===== config.mk =====
export PLATFORM = sky130hd
export DESIGN_NAME = operand_loader
export DESIGN_NICKNAME = d
export VERILOG_FILES = /design/src/rtl/operand_loader.sv
export SDC_FILE = /design/constraint.sdc
export NUM_CORES = 1
export LEC_CHECK = 0
export CAP_MARGIN = 30
export CORE_MARGIN = 10
export CORE_UTILIZATION = 45
export CTS_BUF_LIST = sky130_fd_sc_hd__clkbuf_8
export DETAILED_ROUTE_END_ITERATION = 16
export GPL_ROUTABILITY_DRIVEN = 0
export PLACE_DENSITY = 0.65
export SYNTH_ARGS = -nofsm -noshare
export SYNTH_HDL_FRONTEND = slang
export SYNTH_SLANG_ARGS = --single-unit

===== constraint.sdc =====
create_clock -name clk -period 2.2 [get_ports clk]
set_clock_uncertainty 0.15 [all_clocks]
set_input_delay 0.33 -clock clk [delete_from_list [all_inputs] [get_ports clk]]
set_output_delay 0.33 -clock clk [all_outputs]
set_load 0.02 [all_outputs]

===== src/rtl/operand_loader.sv =====
// Captures two 4-bit operands from the slide switches on successive debounced
// presses of a bouncy load button, then shows them as a valid pair.
module operand_loader #(
    parameter int DB_COUNT = 500000
) (
    input  logic       clk,
    input  logic       clr,
    input  logic [3:0] sw,
    input  logic       btn,
    output logic [3:0] a,
    output logic [3:0] b,
    output logic       valid,
    output logic [1:0] phase
);

    typedef enum logic [1:0] {
        LOAD_A = 2'b00,
        LOAD_B = 2'b01,
        SHOW   = 2'b10
    } state_t;

    localparam logic [19:0] CNT_MAX = 20'(DB_COUNT - 1);

    logic        sync1_q, sync1_d;
    logic        sync2_q, sync2_d;
    logic        stable_q, stable_d;
    logic        stable_dly_q, stable_dly_d;
    logic [19:0] cnt_q, cnt_d;
    logic [1:0]  state_q, state_d;
    logic [3:0]  a_q, a_d;
    logic [3:0]  b_q, b_d;
    logic        valid_q, valid_d;
    logic        press;

    // A flip of the debounced level needs DB_COUNT consecutive mismatching samples.
    always_comb begin
        sync1_d      = btn;
        sync2_d      = sync1_q;
        stable_d     = stable_q;
        stable_dly_d = stable_q;
        cnt_d        = '0;
        if (sync2_q != stable_q) begin
            if (cnt_q >= CNT_MAX) begin
                stable_d = sync2_q;
            end else begin
                cnt_d = cnt_q + 20'd1;
            end
        end
    end

    assign press = stable_q & ~stable_dly_q;

    always_comb begin
        state_d = state_q;
        a_d     = a_q;
        b_d     = b_q;
        valid_d = valid_q;
        case (state_q)
            LOAD_A: begin
                if (press) begin
                    a_d     = sw;
                    state_d = LOAD_B;
                end
            end
            LOAD_B: begin
                if (press) begin
                    b_d     = sw;
                    valid_d = 1'b1;
                    state_d = SHOW;
                end
            end
            SHOW: begin
                if (press) begin
                    valid_d = 1'b0;
                    state_d = LOAD_A;
                end
            end
            default: begin
                valid_d = 1'b0;
                state_d = LOAD_A;
            end
        endcase
    end

    always_ff @(posedge clk) begin
        if (!clr) begin
            sync1_q      <= 1'b0;
            sync2_q      <= 1'b0;
            stable_q     <= 1'b0;
            stable_dly_q <= 1'b0;
            cnt_q        <= '0;
            state_q      <= LOAD_A;
            a_q          <= '0;
            b_q          <= '0;
            valid_q      <= 1'b0;
        end else begin
            sync1_q      <= sync1_d;
            sync2_q      <= sync2_d;
            stable_q     <= stable_d;
            stable_dly_q <= stable_dly_d;
            cnt_q        <= cnt_d;
            state_q      <= state_d;
            a_q          <= a_d;
            b_q          <= b_d;
            valid_q      <= valid_d;
        end
    end

    assign a     = a_q;
    assign b     = b_q;
    assign valid = valid_q;
    assign phase = state_q;

endmodule


Yosys cells after proc, flatten, opt, wreduce, memory -nomap -nowiden

Index checks and enable logic that the tools add are counted.

Input port bits: 7
Output and inout bits: 11
Register bits after elaboration: 35
Logic and storage cells: 36

Equal/unequal tests: 6
Add/subtract/negate cells: 1
Bitwise operators: 5
Reductions and logical operators: 7
Order comparisons: 1
Muxes and demuxes: 7

Operators with widths:

| operator              | number |
|---|---|
| $add 20x1->20 const B | 1 |
| $ge 20x19->1 const B  | 1 |
| $mux 2                | 3 |
| $ne 2x2->1 const B    | 3 |
| $pmux 2 s3            | 1 |
| $reduce_and 2->1      | 3 |
| $reduce_and 3->1      | 2 |
| $not 1->1             | 4 |
| $pmux 1 s3            | 1 |
| $reduce_or 3->1       | 1 |
| $eq 2x1->1 const B    | 1 |
| $eq 2x2->1 const B    | 1 |
| $logic_not 2->1       | 1 |
| $mux 1                | 2 |
| $and 1x1->1           | 1 |
| $ne 1x1->1            | 1 |

Depth between registers and ports, before layout

Depth in word-level cells: 4
Depth in mapped cells: 7
Depth with buffers taken out: 5

Worst setup path before layout

Ideal clock, no wire load.

Path kind: reg-to-reg
Start: reg cnt_q[0]
End: reg cnt_q[16]
Buffers on the path: 0
Cell stages (with the launch flop): 6
Required time: 1980 ps
Arrival time: 1654 ps
Library setup time: 70 ps
Path slack: 326 ps
Clock period less this slack: 1874 ps
Path through: dfxtp_1 ha_1 nand2_1 or3_4 or4_1 a21oi_1

Cells in the longest elaborated chain, start to end: 2
Elaborated cells on any way between the ends: 3
Classes of those cells: add/sub (1); order compare (1); reduce/logical (1)

RTL lines:

| item                             | line | source |
|---|---|---|
| start, declared                  | 28   | `logic [19:0] cnt_q, cnt_d;` |
| start signal, assigned           | 101  | `cnt_q <= cnt_d;` |
| $ge 20x19->1                     | 43   | `if (cnt_q >= CNT_MAX) begin` |
| $reduce_or 3->1 (no source line) | --   |  |

Several ways; a longest one is shown, not always the timed one.
A chain may end at the register's enable or synchronous reset.

Final worst setup path

Ends and elaborated chain as after synthesis.

==> results.yml <==
outcome:
  outcome: "complete, no violations"
clocking:
  root_buffer: "clkbuf_8"
  path_clk_slew_ns: 0.07
  clockBufferDepth: 2
  htree_levels: 2
  cts_tree: "yes"
  cts_setup_buffers: 0
  cts_made_buffers: 5
  cts_hold_buf: 0
  cts.sinks: 35
  clk_latency_ns: 0.27
  post_cts_resize_count: 0
routing:
  viasPerCell: 4.991
  antenna_left: 0
  via_count: 1128
  wl_per_cell_um: 12.64
  drt_iter0_drc: 44
  drc: 0
  drtPass1Iterations: 4
  wl_um: 2856
die:
  initial_core_util_pct: 47.84
  die_x_um: 77.67
  io_pins: 18
  core_um2: 3128
  rows: 20
  dieArea_um2: 6032
  die_h_um: 77.67
placement:
  portBuffers: 17
  place_ws_ns: 0.1993
  hpwlAfterDp_um: 2171
critical_path:
  reg2reg_slack_ns: 0.19
  reg2reg_to: "cnt_q[16]"
  slowest_stage: "or4_1"
  path_max_fanout: 4
  start_kind: "register"
  startpoint: "cnt_q[0]"
  crit_type: "register to register"
  worst_ep_arrival_time_ns: 2.07
  critical_path.endpoint_type: "register"
  max_stage_delay_ns: 0.48
  cp_data_required_time_ns: 2.26
  reg2regPathDepth: 5
  worstReg2RegStart: "cnt_q[0]"
  crit_chain: "ha_1 > nand2_1 > or3_4 > or4_1 > a21oi_1"
global_routing:
  antenna_found_initial: 0
  grt_pass1_vias: 1079
  grt_max_degree: 16
  grt_util_all_layers_pct: 9.948
  grt-ovfl-total: 0
  grt_pass1_wl_um: 5043
logic_synthesis:
  postSynth.asyncResetShare_pct: 0
  seq_area_frac_synth_pct: 46.82
  yosysTopAreaCell: "dfxtp_1"
  yosysTopAreaCellShare_pct: 46.82
  ys_seq_elements: 35
  synth-edff-count: 0
  synth_area_leaders: "dfxtp_1, xnor2_1, mux2i_1"
  synth_cell_types: 34
  ys_warn_count: 0
  syn_avg_cell_area_um2: 9.353
  syn_area_um2: 1496
  syn_nets: 168
  netlist_instances: 160
  synthFlopType: "dfxtp_1"
final_layout:
  fill_cells: 295
  multi_input_area_um2: 745.7
  area_delta_synth_final_pct: 20.57
  final_nets: 190
  ff_latch_area_um2: 700.7
  drive_gt1_share_pct: 9.341
  final_util_pct: 57.68
  num_antenna_cells: 0
power_and_ir_drop:
  peakVddDrop_uv: 366.0
  p_total_mw: 1.139
  power.leakage_nw: 0.5429
  p_per_area_nw_per_um2: 631.3
sta:
  rsz0062_at_grt: "no"
  setup_viol: 0
  max_freq_mhz: 497.1
  fin_ws_ns: 0.1884
  hold-worst-slack_ns: 0.2770
  tns_ns: 0
  hold_violations: 0
  period_share_pct: 91.44
  min_period_ns: 2.012
  maxSlewViolCount: 0
min_path:
  hold_class: "register to register"
  worst_hold_path.endpoint: "sync2_q"
  min_delay_path_depth: 1
  min-delay-start: "sync1_q"
job:
  maxCapViolCount: 0
## through the flow
stage | std cells | instance area [µm²]
3_3_place_gp | 219 | 1717
6_report | 226 | 1804
4_1_cts | 226 | 1804
5_1_grt | 226 | 1804
2_1_floorplan | 160 | 1496
3_5_place_dp | 219 | 1717
## layout by cell type (no fill, tap or decap), drive strengths merged, types with 2 or more instances in the layout
cell            n
dfxtp          35
nor2           18
clkdlybuf4s50  17
xnor2          12
nor2b          11
nand2           9
mux2i           9
a21oi           8
nor3            7
inv             6
clkbuf          6
nand3           6
nand4           4
nor4            4
or3             4
xor2            3
o31ai           3
buf             3
or4             3
and2            2
o21ai           2
nor3b           2
## cell families after synthesis
logic type | count (synthesis) | synth area share (%)
xor+xnor | 15 | 8.780
simple gates | 72 | 27.26
fa+ha+maj | 1 | 0.8360
mux | 9 | 6.020
buf+inv | 11 | 3.344
flops | 35 | 46.82
other cells | 1 | 0.2506
compound gates | 16 | 6.689
## routing by layer
metal  global-route usage (%)  up-vias  part of all wire, %
met2                    15.84        7                   49
met3                    3.341        2                  3.3
met5                        0        -                    0
met1                    12.27      533                   47
met4                    3.285        0                 0.35
li1                         -      586                    -
## synthesized netlist by cell type, types with 4 or more instances
library cell and instances:
nand4_1 4, mux2i_1 9, dfxtp_1 35, nor2_1 18, nand2_1 9, nor4_1 4, nor2b_1 11, inv_1 6
xnor2_1 12, a21oi_1 7, nor3_1 7
## where the power goes
part / internal, mW / switching [mW]
sequential: 0.640 / 0.00379
combinational: 0.0246 / 0.0176
clock: 0.245 / 0.208
total: 0.909 / 0.230
## worst max-delay path, delay by kind of cell, from the launching register on
kind / cells / cell delay, ns
compound gates: 1 / 0.15
fa+ha+maj: 1 / 0.25
flops: 1 / 0.37
simple gates: 3 / 1.03
## worst max path at each step
stage                endpoint  slack, ns  depth (start not counted)
global route        cnt_q[18]       0.06                          5
finish              cnt_q[16]       0.19                          5
CTS                 cnt_q[18]       0.18                          5
global placement    cnt_q[16]       0.27                          5
floorplan           cnt_q[16]       0.33                          5
detailed placement  cnt_q[18]       0.20                          5
## state kept, by name, indices dropped and copies added (netlist names)
signal        cells
b                 4
sync2_q           1
cnt_q            20
phase             2
stable_dly_d      1
valid             1
sync1_q           1
stable_dly_q      1
a                 4
## cell type report
class	instances	area share [%]
Clock buffer	6	4.577
Clock inverter	1	0.2774
Inverter	6	1.248
Multi-Input combinational cell	114	41.33
Sequential cell	35	38.83
Tap cell	44	3.051
Timing Repair Buffer	20	10.68
Note: power is estimated with default switching activity, not from simulation.
